## src/rtl/bdm_cmd_engine.sv

```systemverilog
// Command sequencer for the BDM debug link: queued burst reads/writes, delays and echo,
// driving the startup, SYNC and BDC sub-blocks through strobes with a per-wait watchdog.
module bdm_cmd_engine #(
    parameter int unsigned DATA_W      = 8,
    parameter int unsigned LEN_W       = 4,
    parameter int unsigned DELAY_SHIFT = 4,
    parameter int unsigned TIMEOUT_W   = 16
) (
    input  logic              clk,
    input  logic              rst,
    input  logic              cmd_valid,
    output logic              cmd_ready,
    input  logic [2:0]        cmd_op,
    input  logic [LEN_W-1:0]  cmd_len,
    input  logic [DATA_W-1:0] cmd_data,
    input  logic              wr_valid,
    output logic              wr_ready,
    input  logic [DATA_W-1:0] wr_data,
    output logic              rd_valid,
    output logic [DATA_W-1:0] rd_data,
    output logic              cmd_done,
    output logic              error,
    output logic              busy,
    output logic              mcu_running,
    output logic              startup_start,
    output logic              startup_stop,
    output logic              sync_start,
    output logic              set_sync_len,
    output logic              bdc_read,
    output logic              bdc_send,
    input  logic              startup_ready,
    input  logic              sync_ready,
    input  logic              bdc_ready,
    output logic [DATA_W-1:0] bdc_data_tx,
    input  logic [DATA_W-1:0] bdc_data_rx,
    output logic [3:0]        state
);

    localparam int unsigned CNT_W = DATA_W + DELAY_SHIFT;
    localparam logic [TIMEOUT_W-1:0] WD_LAST = {{(TIMEOUT_W-1){1'b1}}, 1'b0};

    localparam logic [2:0] OP_START = 3'd1;
    localparam logic [2:0] OP_STOP  = 3'd2;
    localparam logic [2:0] OP_READ  = 3'd3;
    localparam logic [2:0] OP_WRITE = 3'd4;
    localparam logic [2:0] OP_DELAY = 3'd5;
    localparam logic [2:0] OP_ECHO  = 3'd6;
    localparam logic [2:0] OP_ILL   = 3'd7;

    typedef enum logic [3:0] {
        S_IDLE     = 4'd0,
        S_BOOT     = 4'd1,
        S_SYNC     = 4'd2,
        S_STOP     = 4'd3,
        S_RD_ISSUE = 4'd4,
        S_RD_WAIT  = 4'd5,
        S_WR_FETCH = 4'd6,
        S_WR_WAIT  = 4'd7,
        S_DELAY    = 4'd8,
        S_ECHO     = 4'd9
    } state_t;

    state_t              state_q, state_d;
    logic [LEN_W-1:0]    rem_q, rem_d;
    logic [CNT_W-1:0]    dly_q, dly_d;
    logic [TIMEOUT_W-1:0] wd_q, wd_d;
    logic [DATA_W-1:0]   rd_data_q, rd_data_d, tx_q, tx_d;
    logic                rd_valid_q, rd_valid_d, done_q, done_d, ret_q, ret_d;
    logic                error_q, error_d, busy_q, busy_d, mcu_q, mcu_d, wr_ready_q, wr_ready_d;
    logic                st_start_q, st_start_d, st_stop_q, st_stop_d, sy_start_q, sy_start_d;
    logic                ssl_q, ssl_d, rd_q, rd_d, snd_q, snd_d;
    logic                accept, in_wait, wd_expired, imm_done;

    // A command that just returned from a busy state blocks acceptance for its done cycle
    assign cmd_ready  = (state_q == S_IDLE) && !rst && !ret_q;
    assign accept     = cmd_valid && cmd_ready;
    assign in_wait    = state_q inside {S_BOOT, S_SYNC, S_RD_WAIT, S_WR_FETCH, S_WR_WAIT};
    assign wd_expired = in_wait && (wd_q == WD_LAST);

    always_comb begin
        state_d    = state_q;
        rem_d      = rem_q;
        dly_d      = dly_q;
        rd_data_d  = rd_data_q;
        tx_d       = tx_q;
        error_d    = error_q;
        mcu_d      = mcu_q;
        rd_valid_d = 1'b0;
        st_start_d = 1'b0;
        st_stop_d  = 1'b0;
        sy_start_d = 1'b0;
        ssl_d      = 1'b0;
        rd_d       = 1'b0;
        snd_d      = 1'b0;
        imm_done   = 1'b0;
        case (state_q)
            S_IDLE: begin
                if (accept) begin
                    error_d = 1'b0;
                    case (cmd_op)
                        OP_START: begin
                            state_d    = S_BOOT;
                            st_start_d = 1'b1;
                        end
                        OP_STOP: begin
                            state_d   = S_STOP;
                            st_stop_d = 1'b1;
                            mcu_d     = 1'b0;
                        end
                        OP_READ, OP_WRITE: begin
                            rem_d = cmd_len;
                            if (cmd_len == '0) begin
                                imm_done = 1'b1;
                            end else if (!mcu_q) begin
                                error_d  = 1'b1;
                                imm_done = 1'b1;
                            end else if (cmd_op == OP_READ) begin
                                state_d = S_RD_ISSUE;
                                rd_d    = 1'b1;
                            end else begin
                                state_d = S_WR_FETCH;
                            end
                        end
                        OP_DELAY: begin
                            state_d = S_DELAY;
                            dly_d   = CNT_W'(cmd_data) << DELAY_SHIFT;
                        end
                        OP_ECHO: begin
                            state_d    = S_ECHO;
                            rd_valid_d = 1'b1;
                            rd_data_d  = cmd_data;
                        end
                        OP_ILL: begin
                            error_d  = 1'b1;
                            imm_done = 1'b1;
                        end
                        default: imm_done = 1'b1;
                    endcase
                end
            end
            S_BOOT: if (startup_ready) begin
                state_d    = S_SYNC;
                sy_start_d = 1'b1;
            end
            S_SYNC: if (sync_ready) begin
                state_d = S_IDLE;
                ssl_d   = 1'b1;
                mcu_d   = 1'b1;
            end
            S_STOP:     state_d = S_IDLE;
            S_RD_ISSUE: state_d = S_RD_WAIT;
            S_RD_WAIT: if (bdc_ready) begin
                rd_valid_d = 1'b1;
                rd_data_d  = bdc_data_rx;
                rem_d      = rem_q - LEN_W'(1);
                if (rem_q == LEN_W'(1)) begin
                    state_d = S_IDLE;
                end else begin
                    state_d = S_RD_ISSUE;
                    rd_d    = 1'b1;
                end
            end
            S_WR_FETCH: if (wr_valid) begin
                tx_d    = wr_data;
                state_d = S_WR_WAIT;
                snd_d   = 1'b1;
            end
            S_WR_WAIT: if (bdc_ready) begin
                rem_d   = rem_q - LEN_W'(1);
                state_d = (rem_q == LEN_W'(1)) ? S_IDLE : S_WR_FETCH;
            end
            S_DELAY: begin
                if (dly_q == '0) state_d = S_IDLE;
                else             dly_d   = dly_q - CNT_W'(1);
            end
            S_ECHO:  state_d = S_IDLE;
            default: state_d = S_IDLE;
        endcase

        // Watchdog abort only when the wait state saw no completion this cycle
        if (wd_expired && (state_d == state_q)) begin
            state_d = S_IDLE;
            error_d = 1'b1;
        end

        wd_d       = (in_wait && (state_d == state_q)) ? wd_q + TIMEOUT_W'(1) : '0;
        ret_d      = (state_q != S_IDLE) && (state_d == S_IDLE);
        done_d     = ret_d || imm_done;
        busy_d     = (state_d != S_IDLE);
        wr_ready_d = (state_d == S_WR_FETCH);
    end

    always_ff @(posedge clk) begin
        if (rst) begin
            state_q    <= S_IDLE;
            rem_q      <= '0;
            dly_q      <= '0;
            wd_q       <= '0;
            rd_data_q  <= '0;
            tx_q       <= '0;
            rd_valid_q <= 1'b0;
            done_q     <= 1'b0;
            ret_q      <= 1'b0;
            error_q    <= 1'b0;
            busy_q     <= 1'b0;
            mcu_q      <= 1'b0;
            wr_ready_q <= 1'b0;
            st_start_q <= 1'b0;
            st_stop_q  <= 1'b0;
            sy_start_q <= 1'b0;
            ssl_q      <= 1'b0;
            rd_q       <= 1'b0;
            snd_q      <= 1'b0;
        end else begin
            state_q    <= state_d;
            rem_q      <= rem_d;
            dly_q      <= dly_d;
            wd_q       <= wd_d;
            rd_data_q  <= rd_data_d;
            tx_q       <= tx_d;
            rd_valid_q <= rd_valid_d;
            done_q     <= done_d;
            ret_q      <= ret_d;
            error_q    <= error_d;
            busy_q     <= busy_d;
            mcu_q      <= mcu_d;
            wr_ready_q <= wr_ready_d;
            st_start_q <= st_start_d;
            st_stop_q  <= st_stop_d;
            sy_start_q <= sy_start_d;
            ssl_q      <= ssl_d;
            rd_q       <= rd_d;
            snd_q      <= snd_d;
        end
    end

    // Strobes are masked during reset so a pulse launched before reset never leaks out
    assign startup_start = st_start_q && !rst;
    assign startup_stop  = st_stop_q  && !rst;
    assign sync_start    = sy_start_q && !rst;
    assign set_sync_len  = ssl_q      && !rst;
    assign bdc_read      = rd_q       && !rst;
    assign bdc_send      = snd_q      && !rst;

    assign wr_ready    = wr_ready_q;
    assign rd_valid    = rd_valid_q;
    assign rd_data     = rd_data_q;
    assign cmd_done    = done_q;
    assign error       = error_q;
    assign busy        = busy_q;
    assign mcu_running = mcu_q;
    assign bdc_data_tx = tx_q;
    assign state       = state_q;

endmodule

```

## config.mk

```make
export PLATFORM = sky130hd
export DESIGN_NAME = bdm_cmd_engine
export DESIGN_NICKNAME = d
export VERILOG_FILES = /design/src/rtl/bdm_cmd_engine.sv
export SDC_FILE = /design/constraint.sdc
export NUM_CORES = 1
export LEC_CHECK = 0
export ABC_AREA = 1
export BUFFER_PORTS_ARGS = -buffer_cell sky130_fd_sc_hd__buf_2
export CORE_AREA = 8 8 80 100
export CTS_BUF_LIST = sky130_fd_sc_hd__clkbuf_16
export CTS_CLUSTER_DIAMETER = 80
export DETAILED_ROUTE_END_ITERATION = 12
export DIE_AREA = 0 0 88 108
export PLACE_DENSITY_LB_ADDON = 0.12
export REMOVE_ABC_BUFFERS = 1
export SYNTH_ARGS = -nofsm -noshare
export SYNTH_HDL_FRONTEND = slang
export SYNTH_SLANG_ARGS = --single-unit
```

## constraint.sdc

```tcl
create_clock -name clk -period 3.3 [get_ports clk]
set_input_delay 0.66 -clock clk [delete_from_list [all_inputs] [get_ports clk]]
set_output_delay 0.66 -clock clk [all_outputs]
set_load 0.05 [all_outputs]
```

==> results of run 1 <==
==> stage by stage <==
| step | std cells | hold slack, ns | total power, uW | setup slack, ns |
|---|---|---|---|---|
| floorplan | 460 | 0.430 | 965 | 0.675 |
| global placement | 620 | 0.431 | 1030 | 0.829 |
| detailed placement | 620 | 0.437 | 1030 | 0.785 |
| CTS | 634 | 0.444 | 1840 | 0.858 |
| global route | 634 | 0.459 | 1900 | 0.667 |
| finish | 634 | 0.440 | 1830 | 0.868 |
==> layout by cell type (no fill, tap or decap), types with 8 or more instances in the layout <==
master / count
buf_2: 70
inv_1: 55
nor2_4: 12
clkbuf_16: 9
dfxtp_1: 65
a21oi_1: 31
nand4_1: 11
nand2_1: 81
nor2_1: 56
nand2_2: 8
nand3_1: 22
nor3_1: 13
o21ai_0: 33
a31oi_1: 13
==> state kept, by name, indices dropped and copies added (netlist names) <==
| register | cells |
|---|---|
| snd_q | 1 |
| rd_data | 8 |
| dly_q | 12 |
| ssl_q | 1 |
| busy | 1 |
| cmd_done | 1 |
| wd_q | 16 |
| state | 4 |
| bdc_data_tx | 8 |
| wr_ready | 1 |
| sy_start_q | 1 |
| st_start_q | 1 |
| ret_q | 1 |
| rd_q | 1 |
| rd_valid | 1 |
| mcu_running | 1 |
| error | 1 |
| rem_q | 4 |
| st_stop_q | 1 |
==> where the power goes <==
part	leakage (uW)	switching (uW)	internal [uW]
Sequential	0.000525	12.8	802
Clock	0.000122	316	490
Combinational	0.00118	139	66.8
Total	0.00183	468	1360
==> tightest hold or removal path, cell delays in order (launching register included) <==
cell,delay [ns]
dfxtp_1,0.30
inv_1,0.04
a21oi_1,0.05
==> logic make-up (layout without fill, tap and decap cells) <==
| group | after synthesis | in the layout | synth area share |
|---|---|---|---|
| flops | 65 | 65 | 0.380 |
| simple gates | 222 | 222 | 0.323 |
| compound gates | 90 | 90 | 0.148 |
| xor+xnor | 12 | 12 | 0.0307 |
| fa+ha+maj | 6 | 6 | 0.0219 |
| buf+inv | 77 | 152 | 0.0961 |
==> path summary, 6_finish.rpt <==
path	start	to	slack, ns	depth (start not counted)
max	state[1]	wd_q[13]	0.87	12
max reg2reg	state[1]	wd_q[13]	0.87	12
min	bdc_data_tx[1]	bdc_data_tx[1]	0.44	2
min reg2reg	bdc_data_tx[1]	bdc_data_tx[1]	0.44	2
==> routing by layer <==
layer / global-route usage / share of wire
met2: 0.316 / 0.49
met3: 0.0410 / 0.070
met1: 0.206 / 0.42
met5: 0 / 0
met4: 0.0949 / 0.014
==> final cells by class <==
| cell class | count | share of cell area |
|---|---|---|
| well taps | 87 | 0.0267 |
| clock buffers | 9 | 0.0552 |
| flip-flops and latches | 65 | 0.319 |
| inverters | 65 | 0.0614 |
| multi-input cells | 330 | 0.440 |
| repair buffers | 73 | 0.0915 |
| clock inverters | 5 | 0.00614 |
==> results_dict.tcl, run 1 <==
set metrics [dict create \
    status "finished, final reports clean" \
    worst-setup-path-type "reg -> reg" \
    placed_cell_area_sq_mm 0.00383 \
    ys_seq_elements 65 \
    antenna_cells_inserted 0 \
    num_vias 3242 \
    floorplan.die.height_microns 108 \
    area_growth_pct 19.1 \
    critPathBufInv 2 \
    critPathRequiredTime_ns 3.50 \
    vias_per_cell 5.11 \
    io_buffers 70 \
    drc 0 \
    peakVddDrop_mv 0.349 \
    final_util 0.637 \
    period_share 0.737 \
    avgSynthCellArea_sq_um 7.25 \
    slew_violations 0 \
    rows 33 \
    finalHoldViolCount 0 \
    core-area_sq_mm 0.00640 \
    synthArstFlopShare 0 \
    maxSlewHeadroom 0.563 \
    critPathSlowestCell "dfxtp_1" \
    synthFlopType "dfxtp_1" \
    cts_buffer_depth 2 \
    path_max_fanout 18 \
    synth_top_area_share 0.380 \
    htree_num_levels 3 \
    place.gp.congestion 0.866 \
    antenna_found_initial 0 \
    max-cap-violations 0 \
    netlist_area_sq_mm 0.00342 \
    syn_inst 472 \
    skew_ns 0.00334 \
    synthTopCellsByCount "nand2_1 (81), dfxtp_1 (65), nor2_1 (56)" \
    setup_viol 0 \
    cts.sink_count 65 \
    seq_area_sq_mm 0.00130 \
    synth_top_area_cell "dfxtp_1" \
    cts_made_buffers 9 \
    grt_usage 0.184 \
    critPathMostFrequentCell "nand2_2" \
    p_leak_uw 0.00183 \
    cts_hold_buf 0 \
    ant_nets 0 \
    crit_path_end_kind "flip-flop" \
    die_area_sq_mm 0.00950 \
    tritoncts "done" \
    critPathTopFamily "simple AND/OR/NAND/NOR gates" \
    grt_setup_unrepaired "no" \
    tns_ns 0 \
    wl_per_cell_microns 13.4 \
    worst_pin_slew_ns 0.654 \
    grt_pass1_wl_microns 13900 \
    die_w_microns 88 \
    cts-resized-gates 0 \
    dr.pass1.iters 4 \
    nFillCells 610 \
    start_util 0.535 \
    post-cts-setup-buffers 0 \
    design.final.nets 588 \
    power.density_mw_per_mm2 448 \
    synthTopCellsByArea "dfxtp_1 (38%), nand2_1 (8.9%), nor2_1 (6.1%), inv_1 (6.0%), o21ai_0 (4.8%)" \
    root_buffer "clkbuf_16" \
    synth_seq_area_share 0.380 \
    synth_cell_types 42 \
    clkSlewWorstSetupHoldPaths_ns 0.05 \
    cp_cell_sequence "nand4_2 -> nand2_2 -> nor2_4 -> nand2_2 -> nand2_1 -> nand2_2 -> clkinv_2 -> nand3_1 -> nor2_2 -> o21ai_4 -> buf_4 -> nor2_1" \
    slowest_delay_ns 0.63 \
    final_cell_area_sq_mm 0.00408 \
    grt_pass1_vias 3119 \
    ios 71 \
    max_freq_mhz 411 \
    period_needed_ns 2.43 \
    multiInputGateArea_sq_mm 0.00179 \
    worstSkewPairLatency_ns 0.32 \
    drt_iter0_markers 111 \
    worst_setup_path_start_kind "flip-flop" \
    grt_max_degree 27 \
    dp.final_hpwl_microns 6520 \
    grt_remaining_overflow 0 \
    post-synth-top-count-cell "nand2_1" \
    drt-total-wl_microns 8530 \
    drive_gt1_frac 0.239 \
    critical_path_arrival_ns 2.63 \
    synth_edf_count 0 \
    synth.yosys.warnings 0 \
    hold_class "reg -> reg" \
]
Power figures use the tool's default switching activity.
==> inputs of run 2 (changes only) <==
==> constraint.sdc (replaced) <==
create_clock -name clk -period 2.5 [get_ports clk]
set_input_delay 0.5 -clock clk [delete_from_list [all_inputs] [get_ports clk]]
set_output_delay 0.5 -clock clk [all_outputs]
set_load 0.05 [all_outputs]
==> run 2 against run 1 <==
  * Flip-flop and latch count stayed put
  * Register-to-register slack worse by 0.45 ns
  * Non-clock buffer count is 5 higher
  * Total power is 41% higher
  * Critical path type is now reg -> out
  * Highest routed layer unchanged
  * Worst hold slack worse by 0.0064 ns
  * Critical endpoint is now cmd_ready
  * Clock skew is 0.0010 ns higher
  * Routed wire length is 0.42% lower
==> results_dict.tcl, run 2 (synthesis results as in run 1) <==
set metrics [dict create \
    period_share 0.873 \
    final_util 0.652 \
    cts_buffer_depth 2 \
    cts.sink_count 65 \
    r2r-start "state[1]" \
    drive_gt1_frac 0.251 \
    place.gp.congestion 0.894 \
    crit_path_end_kind "primary output" \
    ios 71 \
    setup_viol 0 \
    wl_per_cell_microns 13.2 \
    cp_cell_sequence "nor2_2 -> nand2_1 -> nor2_1 -> buf_2" \
    core-area_sq_mm 0.00640 \
    grt_max_degree 27 \
    peakVddDrop_mv 0.507 \
    ant_nets 0 \
    finalHoldViolCount 0 \
    largest_reg_flops 16 \
    path_max_fanout 7 \
    floorplan.die.height_microns 108 \
    status "finished, final reports clean" \
    cts_made_buffers 9 \
    area_growth_pct 21.8 \
    grt_remaining_overflow 0 \
    post-cts-setup-buffers 0 \
    placed_cell_area_sq_mm 0.00388 \
    die_area_sq_mm 0.00950 \
    clkSlewWorstSetupHoldPaths_ns 0.05 \
    critPathSlowestCell "dfxtp_1" \
    critical_path_arrival_ns 1.68 \
    worst_setup_path_start_kind "flip-flop" \
    dp.final_hpwl_microns 6510 \
    io_buffers 70 \
    antenna_cells_inserted 0 \
    fin_hold_ws_ns 0.434 \
    worstSkewPairLatency_ns 0.32 \
    drt_iter0_markers 143 \
    drc 0 \
    top_register "wd_q" \
    power.density_mw_per_mm2 617 \
    num_vias 3263 \
    worst_pin_slew_ns 0.661 \
    tritoncts "done" \
    cts-resized-gates 0 \
    start_util 0.535 \
    rows 33 \
    drt-total-wl_microns 8490 \
    period_needed_ns 2.18 \
    hp-start "cmd_op[2]" \
    max-cap-violations 0 \
    maxSlewHeadroom 0.555 \
    worst-setup-path-type "reg -> out" \
    hold_class "in -> reg" \
    dr.pass1.iters 4 \
    p_leak_uw 0.00188 \
    antenna_found_initial 0 \
    root_buffer "clkbuf_16" \
    die_w_microns 88 \
    grt_setup_unrepaired "no" \
    final_cell_mix "nand2_1 (81), buf_2 (70), dfxtp_1 (65), nor2_1 (56), inv_1 (55)" \
    skew_ns 0.00435 \
    reg_top3 "wd_q x16, dly_q x12" \
    slowest_delay_ns 0.40 \
    cp-startpoint "state[1]" \
    htree_num_levels 3 \
    grt_pass1_wl_microns 13800 \
    max_freq_mhz 458 \
    mostFrequentLayoutCell "nand2_1" \
    design.final.nets 593 \
    cts_hold_buf 0 \
    grt_usage 0.184 \
    design_power_total_uw 2570 \
    vias_per_cell 5.09 \
    final_cell_area_sq_mm 0.00417 \
    tns_ns 0 \
    slew_violations 0 \
    critPathRequiredTime_ns 2.00 \
    grt_pass1_vias 3079 \
]
-- run 2: area by class of cell --
cell class	instances	area [sq um]
clock buffer	9	225
tap	87	109
timing repair buffer	78	423
multi-input combinational	330	1790
inverter	65	250
sequential	65	1300
fill	574	2230
clock inverter	7	68.8
-- run 2: power breakdown --
| group | internal [uW] | total (uW) | switching (uW) | leakage (uW) |
|---|---|---|---|---|
| clock | 768 | 1220 | 454 | 0.000143 |
| sequential | 1060 | 1070 | 15.8 | 0.000525 |
| combinational | 92.3 | 277 | 184 | 0.00121 |
-- run 2: worst paths after layout --
check              endpoint  slack (ns)  depth (start not counted)
min              st_start_q        0.43                          2
max reg2reg        wd_q[10]        0.42                         12
max               cmd_ready        0.32                          4
min reg2reg  bdc_data_tx[2]        0.44                          2
-- run 2: critical path, delay by kind of cell (launching register included) --
family	cells	cell delay [ns]
AND/OR/NAND/NOR	3	0.66
buffers and inverters	1	0.28
flip-flops	1	0.40
-- run 2: stage by stage --
stage,cells,setup WS [ns]
2_1_floorplan,460,-0.125
3_3_place_gp,625,0.366
3_5_place_dp,625,0.273
4_1_cts,641,0.324
5_1_grt,641,0.218
6_report,641,0.317
-- run 2: layer usage --
layer  vias to the layer above  track usage  part of all wire
li1                       1707            -                 -
met5                         -            0                 0
met2                        88        0.308              0.49
met1                      1456        0.212              0.42
met3                        12       0.0432             0.074
met4                         0       0.0962             0.014
==> inputs of run 3 (changes only) <==
--- a/config.mk
+++ b/config.mk
@@ -7,11 +7,11 @@
 export LEC_CHECK = 0
 export ABC_AREA = 1
 export BUFFER_PORTS_ARGS = -buffer_cell sky130_fd_sc_hd__buf_2
-export CORE_AREA = 8 8 80 100
+export CORE_AREA = 8 8 88 90
 export CTS_BUF_LIST = sky130_fd_sc_hd__clkbuf_16
 export CTS_CLUSTER_DIAMETER = 80
 export DETAILED_ROUTE_END_ITERATION = 12
-export DIE_AREA = 0 0 88 108
+export DIE_AREA = 0 0 96 98
 export PLACE_DENSITY_LB_ADDON = 0.12
 export REMOVE_ABC_BUFFERS = 1
 export SYNTH_ARGS = -nofsm -noshare
==> run 3 against run 2 <==
  * Total power grew 4.8%
  * Sequential share of layout area is 0.38 points lower
  * Final cell count down 0.47%
  * Setup slack got worse by 0.10 ns
  * First-iteration DRC count up 23%
  * Via count is 1.5% higher
  * Critical path type is now reg -> reg
  * Clock power grew 9.8%
  * Largest cell class unchanged
  * Utilization decreased by 0.15 points
==> results_dict.tcl, run 3 (synthesis results as in run 1) <==
set metrics [dict create \
    power_frac_seq 0.398 \
    combPwrFrac 0.104 \
    final_cell_area_sq_mm 0.00422 \
    power.density_mw_per_mm2 638 \
    place_inst 616 \
    wl_per_cell_microns 13.5 \
    design_power_total_uw 2690 \
    cts_made_buffers 9 \
    root_buffer "clkbuf_16" \
    place.gp.congestion 0.909 \
    finalHoldViolCount 0 \
    p_int_uw 2020 \
    grt_usage 0.186 \
    num_vias 3312 \
    largest_reg_flops 16 \
    vias_per_cell 5.19 \
    cts_buffer_depth 2 \
    die_area_sq_mm 0.00941 \
    io_buffers 70 \
    cts.sink_count 65 \
    drive_gt1_frac 0.258 \
    htree_num_levels 3 \
    tritoncts "done" \
    final_cells 638 \
    grt_setup_unrepaired "no" \
    status "finished, final reports clean" \
    ant_nets 0 \
    max-cap-violations 0 \
    start_util 0.527 \
    peakVddDrop_mv 0.585 \
    antenna_found_initial 0 \
    hold_class "in -> reg" \
    grt_pass1_wl_microns 13900 \
    final_cell_mix "nand2_1 (81), buf_2 (70), dfxtp_1 (65), nor2_1 (56), inv_1 (55)" \
    die_w_microns 96 \
    max_freq_mhz 437 \
    maxSlewHeadroom 0.599 \
    cp-startpoint "state[1]" \
    drc 0 \
    drt_iter0_markers 176 \
    slew_violations 0 \
    clockPowerShare 0.498 \
    worst_pin_slew_ns 0.596 \
    floorplan.die.height_microns 98 \
    sw_frac_of_total 0.249 \
    top_register "wd_q" \
    skew_ns 0.00606 \
    clkSlewWorstSetupHoldPaths_ns 0.06 \
    period_needed_ns 2.29 \
    hp-start "bdc_data_rx[0]" \
    worst-setup-path-type "reg -> reg" \
    critical_path_arrival_ns 2.50 \
    core-area_sq_mm 0.00649 \
    switching_power_uw 672 \
    placed_cell_area_sq_mm 0.00384 \
    critPathRequiredTime_ns 2.71 \
    rows 30 \
    reg_top3 "wd_q x16, dly_q x12" \
    grt_pass1_vias 2965 \
    cts_hold_buf 0 \
    design.final.nets 597 \
    period_share 0.915 \
    worstSkewPairLatency_ns 0.33 \
    drt-total-wl_microns 8630 \
    dp.final_hpwl_microns 6460 \
    grt_max_degree 27 \
    mostFrequentLayoutCell "nand2_1" \
    path_max_fanout 20 \
    r2r-start "state[1]" \
    crit_path_end_kind "flip-flop" \
    setup_viol 0 \
    grt_remaining_overflow 0 \
    dr.pass1.iters 4 \
    p_leak_uw 0.00190 \
    ios 71 \
    antenna_cells_inserted 0 \
    area_growth_pct 23.3 \
    worst_setup_path_start_kind "flip-flop" \
]
==> run 3: cell type report <==
type | instances | area, sq um
fillers | 600 | 2270
repair buffers | 82 | 453
flip-flops and latches | 65 | 1300
well taps | 80 | 100
clock inverters | 7 | 93.8
inverters | 65 | 250
multi-input cells | 330 | 1800
clock buffers | 9 | 225
==> run 3: power groups by stage <==
| stage | clock network [uW] | registers (uW) | logic [uW] |
|---|---|---|---|
| after floorplan | 0 | 1120 | 151 |
| after global placement | 0 | 1100 | 269 |
| after detailed placement | 0 | 1100 | 271 |
| after CTS | 1370 | 1070 | 273 |
| after global routing | 1410 | 1080 | 310 |
| final | 1340 | 1070 | 280 |
==> run 3: path summary, 6_finish.rpt <==
kind / to / slack, ns / depth (start not counted)
max: dly_q[6] / 0.21 / 10
min: rd_data[0] / 0.43 / 3
max reg2reg: dly_q[6] / 0.21 / 10
min reg2reg: bdc_data_tx[2] / 0.44 / 2
==> run 3: timing repair <==
item	CTS	global route
buffers inserted	0	6
resized for setup	0	1
endpoints found under the setup margin	0	8
==> run 3: stage by stage <==
step,util,setup TNS (ns),hold slack [ns],worst slack [ns]
2_1_floorplan,-,-1.10,0.430,-0.125
3_3_place_gp,0.591,0,0.427,0.0538
3_5_place_dp,0.591,-0.202,0.431,-0.0559
4_1_cts,0.640,0,0.420,0.123
5_1_grt,0.650,0,0.439,0.0494
6_report,0.650,0,0.434,0.212
==> run 3: layer usage <==
metal,vias to the layer above,part of all wire,track usage
met1,1514,0.44,0.232
met5,-,0,0
met4,0,0.017,0.0710
met3,12,0.069,0.0591
met2,84,0.47,0.287
li1,1702,-,-
==> run 3: worst max-delay path, cell delays in order, from the launching register on <==
cell,delay (ns)
dfxtp_1,0.41
nor3_2,0.31
nand2_1,0.15
inv_2,0.17
o21ai_1,0.18
nand2_1,0.11
nand2_2,0.12
inv_2,0.27
o21ai_0,0.19
o21ai_0,0.17
a31oi_1,0.09
